### src/rtl/adc_frame_packer.sv
// Radar capture framer: aligns the ADC/DAC capture window and emits header/data/trailer
// packets on AXI4-Stream via an internal FWFT FIFO. Optional macro: ADC_PACKER_CHECKSUM_EN.
module adc_frame_packer #(
   parameter int NUM_CH     = 2,
   parameter int LATENCY    = 2,
   parameter int FIFO_DEPTH = 16
) (
   input  logic                        aclk,
   input  logic                        aresetn,
   input  logic                        capture_en,
   input  logic                        chirp_init,
   input  logic [2*NUM_CH-1:0]         route_ctrl,
   input  logic                        s_valid,
   input  logic [32*NUM_CH-1:0]        s_adc_data,
   input  logic [32*NUM_CH-1:0]        s_dac_data,
   output logic [32*NUM_CH-1:0]        m_axis_tdata,
   output logic                        m_axis_tvalid,
   output logic                        m_axis_tlast,
   output logic                        m_axis_tuser,
   input  logic                        m_axis_tready,
   output logic                        busy,
   output logic                        overflow,
   output logic [$clog2(FIFO_DEPTH):0] fifo_level
);
   localparam int DW = 32*NUM_CH;
   localparam int AW = $clog2(FIFO_DEPTH);
   localparam int LW = AW + 1;
   localparam logic [3:0] LAT4 = 4'(LATENCY);

   if (NUM_CH < 2) begin : g_bad_num_ch
      $fatal(1, "adc_frame_packer: NUM_CH must be at least 2");
   end
   if (LATENCY < 0 || LATENCY > 15) begin : g_bad_latency
      $fatal(1, "adc_frame_packer: LATENCY must be within 0..15");
   end
   if (FIFO_DEPTH < 4 || (FIFO_DEPTH & (FIFO_DEPTH - 1)) != 0) begin : g_bad_depth
      $fatal(1, "adc_frame_packer: FIFO_DEPTH must be a power of 2 and at least 4");
   end
`ifdef ADC_PACKER_CHECKSUM_EN
   if (NUM_CH < 3) begin : g_bad_csum_width
      $fatal(1, "adc_frame_packer: checksum trailer needs NUM_CH >= 3");
   end
`endif

   typedef enum logic [2:0] {IDLE, ALIGN, HEADER, DATA, TRAILER} state_t;
   state_t state;

   // Only timestamp[31:0] ever leaves the block, so the low word of the 64-bit count is kept.
   logic [31:0] ts;
   logic [31:0] frame_id, sample_cnt, drop_cnt;
   logic [3:0]  lat_cnt;
   logic        cap_r, closing, abort;
   logic        rise, fall;

   logic [DW+1:0] mem [FIFO_DEPTH];
   logic [AW:0]   wr_ptr, rd_ptr, level, free;
   logic          empty, full, room, push, pop;
   logic [DW+1:0] push_word;
   logic [DW-1:0] route_beat, hdr_beat, trl_beat;
`ifdef ADC_PACKER_CHECKSUM_EN
   logic [31:0]   csum, beat_xor;
`endif

   assign rise  = capture_en & ~cap_r;
   assign fall  = ~capture_en & cap_r;
   assign level = wr_ptr - rd_ptr;
   assign free  = LW'(FIFO_DEPTH) - level;
   assign empty = (level == '0);
   assign full  = (level == LW'(FIFO_DEPTH));
   // Data beats need two free entries so the trailer always has a slot.
   assign room  = (free >= LW'(2));
   assign pop   = ~empty & m_axis_tready;

   assign m_axis_tvalid = ~empty;
   assign {m_axis_tlast, m_axis_tuser, m_axis_tdata} = empty ? '0 : mem[rd_ptr[AW-1:0]];
   assign busy       = (state != IDLE);
   assign fifo_level = level;

   // NOTE: every variable driven here gets a default first, so no latch can be inferred.
   always_comb begin
      route_beat = '0;
      for (int k = 0; k < NUM_CH; k++) begin
         unique case (route_ctrl[2*k +: 2])
            2'b00:   route_beat[32*k +: 32] = s_adc_data[32*k +: 32];
            2'b01:   route_beat[32*k +: 32] = s_dac_data[32*k +: 32];
            2'b10:   route_beat[32*k +: 32] = sample_cnt;
            default: route_beat[32*k +: 32] = ts;
         endcase
      end
   end

`ifdef ADC_PACKER_CHECKSUM_EN
   always_comb begin
      beat_xor = '0;
      for (int k = 0; k < NUM_CH; k++) beat_xor = beat_xor ^ route_beat[32*k +: 32];
   end
`endif

   always_comb begin
      hdr_beat        = '0;
      hdr_beat[63:0]  = {ts, frame_id};
      trl_beat        = '0;
      trl_beat[63:0]  = {drop_cnt, sample_cnt};
`ifdef ADC_PACKER_CHECKSUM_EN
      trl_beat[95:64] = csum;
`endif
   end

   always_comb begin
      push      = 1'b0;
      push_word = '0;
      unique case (state)
         HEADER:  begin push = ~full;          push_word = {2'b01, hdr_beat};   end
         DATA:    begin push = s_valid & room; push_word = {2'b00, route_beat}; end
         TRAILER: begin push = ~full;          push_word = {2'b10, trl_beat};   end
         default: ;
      endcase
   end

   // NOTE: the storage array has no reset; the pointers alone define what is valid.
   always_ff @(posedge aclk) begin
      if (push) mem[wr_ptr[AW-1:0]] <= push_word;
   end

   always_ff @(posedge aclk or negedge aresetn) begin
      if (!aresetn) begin
         wr_ptr <= '0;
         rd_ptr <= '0;
      end else begin
         if (push) wr_ptr <= wr_ptr + LW'(1);
         if (pop)  rd_ptr <= rd_ptr + LW'(1);
      end
   end

   always_ff @(posedge aclk or negedge aresetn) begin
      if (!aresetn) begin
         state      <= IDLE;
         ts         <= '0;
         frame_id   <= '0;
         sample_cnt <= '0;
         drop_cnt   <= '0;
         lat_cnt    <= '0;
         cap_r      <= 1'b0;
         closing    <= 1'b0;
         abort      <= 1'b0;
         overflow   <= 1'b0;
`ifdef ADC_PACKER_CHECKSUM_EN
         csum       <= '0;
`endif
      end else begin
         // NOTE: non-blocking assignments keep every register reading pre-edge values.
         ts    <= ts + 32'd1;
         cap_r <= capture_en;
         unique case (state)
            IDLE: if (rise) begin
               lat_cnt <= LAT4;
               state   <= ALIGN;
            end
            ALIGN: begin
               // A window that closes before alignment completes still yields an empty frame.
               if (!capture_en) begin
                  abort <= 1'b1;
                  state <= HEADER;
               end else if (lat_cnt == 4'd0) state <= HEADER;
               else if (chirp_init)          lat_cnt <= LAT4;
               else                          lat_cnt <= lat_cnt - 4'd1;
            end
            HEADER: if (!full) begin
               sample_cnt <= '0;
               drop_cnt   <= '0;
               overflow   <= 1'b0;
               closing    <= 1'b0;
               abort      <= 1'b0;
`ifdef ADC_PACKER_CHECKSUM_EN
               csum       <= '0;
`endif
               state      <= abort ? TRAILER : DATA;
            end
            DATA: begin
               if (s_valid) begin
                  if (room) begin
                     sample_cnt <= sample_cnt + 32'd1;
`ifdef ADC_PACKER_CHECKSUM_EN
                     csum       <= csum ^ beat_xor;
`endif
                  end else begin
                     drop_cnt <= drop_cnt + 32'd1;
                     overflow <= 1'b1;
                  end
               end
               if (closing) begin
                  lat_cnt <= lat_cnt - 4'd1;
                  if (lat_cnt <= 4'd1) state <= TRAILER;
               end else if (fall) begin
                  if (LATENCY == 0) state <= TRAILER;
                  else begin
                     lat_cnt <= LAT4;
                     closing <= 1'b1;
                  end
               end
            end
            TRAILER: if (!full) begin
               frame_id <= frame_id + 32'd1;
               state    <= IDLE;
            end
            default: state <= IDLE;
         endcase
      end
   end
endmodule

### config.mk
export PLATFORM = sky130hd
export DESIGN_NAME = adc_frame_packer
export DESIGN_NICKNAME = d
export VERILOG_FILES = /design/src/rtl/adc_frame_packer.sv
export SDC_FILE = /design/constraint.sdc
export NUM_CORES = 2
export LEC_CHECK = 0
export BUFFER_PORTS_ARGS = -buffer_cell sky130_fd_sc_hd__buf_2
export CORE_ASPECT_RATIO = 0.9
export CORE_MARGIN = 2
export CORE_UTILIZATION = 50
export DETAILED_ROUTE_END_ITERATION = 10
export PLACE_DENSITY = 0.72
export RECOVER_POWER = 50
export SLEW_MARGIN = 20
export SYNTH_ARGS = -nofsm -noshare
export SYNTH_HDL_FRONTEND = slang
export SYNTH_SLANG_ARGS = --single-unit
### constraint.sdc
create_clock -name aclk -period 8.2 [get_ports aclk]
set_clock_uncertainty 0.05 [all_clocks]
set_input_delay 1.23 -clock aclk [delete_from_list [all_inputs] [get_ports aclk]]
set_output_delay 1.23 -clock aclk [all_outputs]
set_load 0.005 [all_outputs]
# Yosys cells after proc, flatten, opt, wreduce, memory -nomap -nowiden

Memories as Yosys holds them, arrays and structs flattened.
Cells that the tools add are included.

Add/sub/neg operators: 9
$lt $le $gt $ge: 2
Equal/unequal tests: 22
Muxes and demuxes: 39
Bitwise operators: 8
Reduce and logical (&&, ||, !) cells: 17

Operators by type and width:

| kind                                                                                | number |
|---|---|
| 66-bit case mux with 3 select lines                                                 | 1 |
| 32-bit case mux with 3 select lines                                                 | 2 |
| 32-bit two-way mux                                                                  | 5 |
| 32-bit by 1-bit adder with 32-bit output, second input constant                     | 4 |
| 32-bit case mux with 2 select lines                                                 | 2 |
| 66-bit two-way mux                                                                  | 1 |
| 3-bit two-way mux                                                                   | 8 |
| 4-bit two-way mux                                                                   | 6 |
| 2-bit inequality test, second input constant                                        | 11 |
| 3-bit case mux with 5 select lines                                                  | 1 |
| 4-bit case mux with 3 select lines                                                  | 1 |
| 5-bit by 1-bit adder with 5-bit output, second input constant                       | 2 |
| 1-bit two-way mux                                                                   | 8 |
| 1-bit case mux with 2 select lines                                                  | 4 |
| 4-bit AND reduction                                                                 | 2 |
| 3-bit by 2-bit equality test with 1-bit output, second input constant               | 2 |
| 3-bit inequality test, second input constant                                        | 2 |
| 6-bit AND reduction                                                                 | 1 |
| 3-bit nonzero test                                                                  | 2 |
| 5-bit equality test, second input constant                                          | 1 |
| 5-bit by 2-bit greater-or-equal comparator with 1-bit output, second input constant | 1 |
| 5-bit logical NOT                                                                   | 1 |
| 5-bit AND reduction                                                                 | 1 |
| 5-bit subtractor                                                                    | 1 |
| 16 further kinds                                                                    | 27 |

Flip-flop bits (word level): 149
RAM bits: 1,056
Input bits: 138
Output and inout port bits: 74
Logic and storage cells: 110
Memories kept: 1

Memory list:

| memory | depth | bits a word | rd ports | clocked after memory_dff | write ports | RTL line | source |
|---|---|---|---|---|---|---|---|
| mem    | 16    | 66          | 1        | 0                        | 1           | 55       | `logic [DW+1:0] mem [FIFO_DEPTH];` |

# Depth between registers and ports, before layout

Depth after elaboration: 7
Mapped depth: 18
Depth with buffers taken out: 15

# Worst setup path after synthesis

No wires, ideal clock.

Path type: register to register
From: reg rd_ptr[1]
To: mem mem[3][0] in the netlist's numbering (enable)
Library setup time: 0.571 ns
Arrival: 7.663 ns
Data required time: 7.579 ns
Setup slack: -0.084 ns
Cell stages (with the launch flop): 18
Buffers on the path: 4
Cells stage by stage: dfrtp_1 > clkbuf_1 > buf_1 > clkbuf_1 > inv_1 > ha_1 > nand2b_1 > o2bb2ai_1 > xnor2_1 > nor3b_1 > ha_1 > clkbuf_1 > nor2_1 > o21ai_0 > nand2_1 > o21ai_1 > nand2b_1 > nor3_1

Word-level cells in the longest chain between the ends: 7
Elaborated cells between the ends (all ways): 9
Those cells by class: add/sub (2); order compare (1); eq/ne (1); mux (3); bitwise (2)

Ends and longest elaborated chain:

| element                                                      | RTL line | source |
|---|---|---|
| start: declaration                                           | 56       | `logic [AW:0] wr_ptr, rd_ptr, level, free;` |
| start signal: assignment                                     | 131      | `if (pop) rd_ptr <= rd_ptr + LW'(1);` |
| 5-bit subtractor (*)                                         | 66       | `assign level = wr_ptr - rd_ptr;` |
| net fifo_level[3]                                            | 23       | `output logic [$clog2(FIFO_DEPTH):0] fifo_level` |
| 5-bit subtractor                                             | 67       | `assign free = LW'(FIFO_DEPTH) - level;` |
| 5-bit by 2-bit greater-or-equal comparator with 1-bit output | 71       | `assign room = (free >= LW'(2));` |
| 1-bit AND                                                    | 114      | `DATA: begin push = s_valid & room; push_word = {2'b00, route_beat}; end` |
| 1-bit case mux with 2 select lines (*)                       | 112      | `unique case (state)` |
| 1-bit two-way mux (*)                                        | 122      | `if (push) mem[wr_ptr[AW-1:0]] <= push_word;` |
| 1-bit two-way mux (implied by the code) (*)                  | 122      |  |
| end: declaration                                             | 55       |  |

The timed path passes the listed nets; every way through them passes the cells marked *.

# Final worst setup path

From: reg rd_ptr[0]
To: out m_axis_tuser

Word-level cells in the longest chain between the ends: 3
Elaborated cells between the ends (all ways): 4
Those cells by class: add/sub (1); mux (1); reduce/logical (1); memory (1)

Ends and longest elaborated chain:

| element                | RTL line | source |
|---|---|---|
| 5-bit subtractor       | 66       |  |
| 5-bit logical NOT      | 68       | `assign empty = (level == '0);` |
| 66-bit two-way mux (*) | 75       | `assign {m_axis_tlast, m_axis_tuser, m_axis_tdata} = empty ? '0 : mem[rd_ptr[AW-1:0]];` |
| end: declaration       | 19       | `output logic m_axis_tuser,` |

Every way passes the cells marked *; elsewhere a longest branch is shown, timed or not.

==> flow_summary.yaml <==
power:
  peakVddDrop_v: 0.0003038
  p_per_area_nw_per_um2: 334.8
  pwr-share-clk_pct: 27.7
  seqPwrFrac_pct: 40.6
  switching_share_pct: 31.44
  power.leakage_nw: 19.09
  p_switching_mw: 5.966
  comb_power_share_pct: 31.8
  p_int_mw: 13.01
synth:
  synth-seq-cells: 1205
  postSynthAreaPerCell_sq_um: 18.70
  synthSimpleGateAreaFrac_pct: 4.984
  ys_types: 61
  yosysSeqAreaShare_pct: 70.72
  async_flop_share_pct: 12.37
  synth_area_sq_um: 50110
  netlist_instances: 2680
  synthMuxAreaShare_pct: 16.98
  synth_top_family_by_area: "multiplexers"
  synth_xor_xnor_area_share_pct: 1.613
  synthFlopType: "edfxtp_1"
  synth_edf_count: 1056
  ys_warn_count: 0
  synth_nets: 2838
  synth_compound_area_share_pct: 3.690
  yosys.area_share.adder_pct: 0.5144
die:
  dieHeight_um: 304.3
  die_width_um: 337.7
  dieArea_sq_um: 102800
  initial_core_util_pct: 50.29
  rows: 110
  core_area_sq_um: 99650
  ios: 212
clocking:
  clkTransAtPathRegs_ns: 0.06
  postCtsHoldBufs: 0
  cts_root_buffer: "clkbuf_16"
  ctsResizeCount: 0
  cts_buffer_depth: 3
  cts_tree: "built"
  clkSinkCount: 1205
  clk_latency_ns: 0.70
  htreeDepth: 3
  cts-buffers-inserted: 113
  post_cts_buffers: 0
cells_and_area:
  syn_to_final_growth_pct: 13.12
  final_cell_mix: "edfxtp_1, mux4_2, buf_2"
  drive_above_1_share_pct: 26.92
  mostFrequentLayoutCell: "edfxtp_1"
  final_area_sq_um: 56680
  utilization_pct: 56.89
  nNetsFinal: 3111
critical_path:
  crit_path_start_kind: "flip-flop"
  crit_chain: "buf_4 > buf_6 > mux4_2 > mux4_2 > and2_1 > buf_2"
  crit_path_top_delay_cell: "dfrtp_4"
  r2r_cells: 5
  critPathKind: "flip-flop to primary output"
  cp_num_buf_inv: 3
  cp.depth: 6
  worstPathArrival_ns: 4.79
  crit_fanout: 53
  crit_top_cell: "mux4_2"
  required_ns: 6.92
  crit_family: "buffers and inverters"
  crit_path_end_kind: "primary output"
  cp_slowest_stage_delay_ns: 0.93
sta:
  slew_viol_final: 477
  finalWorstSetupSlack_ns: 2.132
  timing.hold.ws_ns: 0.4334
  worst_pin_slew_ns: 4.572
  finalSetupViolations: 0
  final.setup.tns_ns: 0
  finalHoldViolations: 0
  slew_headroom_pct: -204.8
  fmax_ghz: 0.1648
  fin_crit_ns: 6.068
  finalCritPeriodShare_pct: 74.01
  rsz0062_at_grt: "false"
detailed_routing:
  dr.pass1.iters: 6
  wl_per_cell_um: 29.90
  drt-initial-drc-count: 3890
  drc: 0
  drt_wl_total_um: 131400
  via_per_inst: 6.331
  ant_nets: 0
  vias: 27830
status:
  violations: "max-capacitance violations, max-slew violations"
  status: "complete, but fails checks"
global_route:
  gr-total-overflow: 0
  grt_start_max_net_pins: 137
  grt_pass1_vias: 28170
  antenna_found_initial: 1
  grt_pass1_wl_um: 192300
  grt_usage_pct: 25.85
placement:
  dp_hpwl_um: 80710
  placed_area_sq_um: 53160
  place_congestion: 0.9063
  port_buffers: 211
  dp_slack_ns: 2.475
worst_hold_path:
  whs_path_depth: 1
  hold_path.class: "flip-flop to flip-flop"
flow_run:
  maxCapViolCount: 18
routing by layer:
layer | track usage [%] | part of all wire, % | vias to the layer above | wire (um)
met2 | 40.89 | 48 | 1530 | 63340
met3 | 4.798 | 9.9 | 211 | 12950
met1 | 37.51 | 39 | 14620 | 51650
met4 | 6.460 | 2.6 | 0 | 3478
met5 | 0 | 0 | - | 0
li1 | - | - | 11470 | -
layout make-up:
type | instances | area (sq um)
fillers | 7412 | 42960
flip-flops and latches | 1205 | 35450
multi-input cells | 1293 | 14030
clock buffers | 139 | 2985
well taps | 1344 | 1682
repair buffers | 313 | 1662
clock inverters | 73 | 763.2
inverters | 27 | 103.9
diodes | 2 | 5.005
Yosys cell counts, drive strengths merged (3+ instances only):
library cell | instances | area, sq um
nand3 | 50 | 250.2
buf | 53 | 264.0
o21a | 7 | 52.55
or4 | 9 | 67.56
nand2 | 104 | 390.4
a22oi | 64 | 480.5
and3 | 37 | 231.5
o21ai | 128 | 640.6
o2111ai | 6 | 52.55
ha | 19 | 237.7
nor3 | 15 | 75.07
edfxtp | 1056 | 31710
o211ai | 11 | 82.58
nand4 | 34 | 212.7
xnor2 | 52 | 455.4
o31ai | 12 | 90.09
a31oi | 7 | 43.79
and4 | 12 | 105.1
mux4 | 362 | 8153
and2 | 76 | 475.5
nor2 | 97 | 366.6
or3 | 18 | 112.6
mux2 | 3 | 33.78
nand2b | 4 | 25.02
a21oi | 60 | 300.3
nor2b | 10 | 62.56
mux2i | 32 | 320.3
inv | 26 | 97.59
xor2 | 35 | 306.5
nor4 | 7 | 58.81
dfrtp | 149 | 3729
clkbuf | 102 | 385.4
kinds of logic (layout without fill, tap and decap cells):
logic type / after synthesis / in the layout
fa+ha+maj: 20 / 20
buf+inv: 182 / 552
mux: 397 / 397
compound gates: 308 / 308
xor+xnor: 89 / 89
simple gates: 479 / 479
flops: 1205 / 1205
other cells: 0 / 2
per-stage QoR:
step | total power, mW | cells
2_1_floorplan | 11.70 | 2680
3_3_place_gp | 13.78 | 4182
3_5_place_dp | 13.91 | 4182
4_1_cts | 19.15 | 4394
5_1_grt | 19.73 | 4394
6_report | 18.98 | 4396
sequential cells by signal, indices dropped and copies added, names as in the netlist:
register and count:
frame_id 32, drop_cnt 32, wr_ptr 5, cap_r 1, state 3, rd_ptr 5
overflow 1, abort 1, closing 1, lat_cnt 4, mem 1056, ts 32
sample_cnt 32
path summary, 6_finish.rpt:
check / start / to / slack (ns)
setup / recovery: rd_ptr[0]$_DFFE_PN0P_ / m_axis_tuser / 2.13
hold / removal: frame_id[31]$_DFFE_PN0P_ / frame_id[31]$_DFFE_PN0P_ / 0.43
setup reg to reg: state[0]$_DFFE_PN0P_ / mem[6][40]$_DFFE_PP_ / 2.55
hold reg to reg: frame_id[31]$_DFFE_PN0P_ / frame_id[31]$_DFFE_PN0P_ / 0.43
max in group asynchronous: aresetn / sample_cnt[11]$_DFFE_PN0P_ / 2.35
min in group asynchronous: aresetn / cap_r$_DFF_PN0_ / 2.11
power groups by stage:
stage / Combinational [mW] / Clock, mW / Sequential, mW
2_1_floorplan: 4.10 / 0 / 7.60
3_3_place_gp: 5.99 / 0 / 7.79
3_5_place_dp: 6.10 / 0 / 7.81
4_1_cts: 6.14 / 5.31 / 7.70
5_1_grt: 6.45 / 5.53 / 7.75
6_report: 6.03 / 5.25 / 7.70
(Power assumes the default switching activity.)
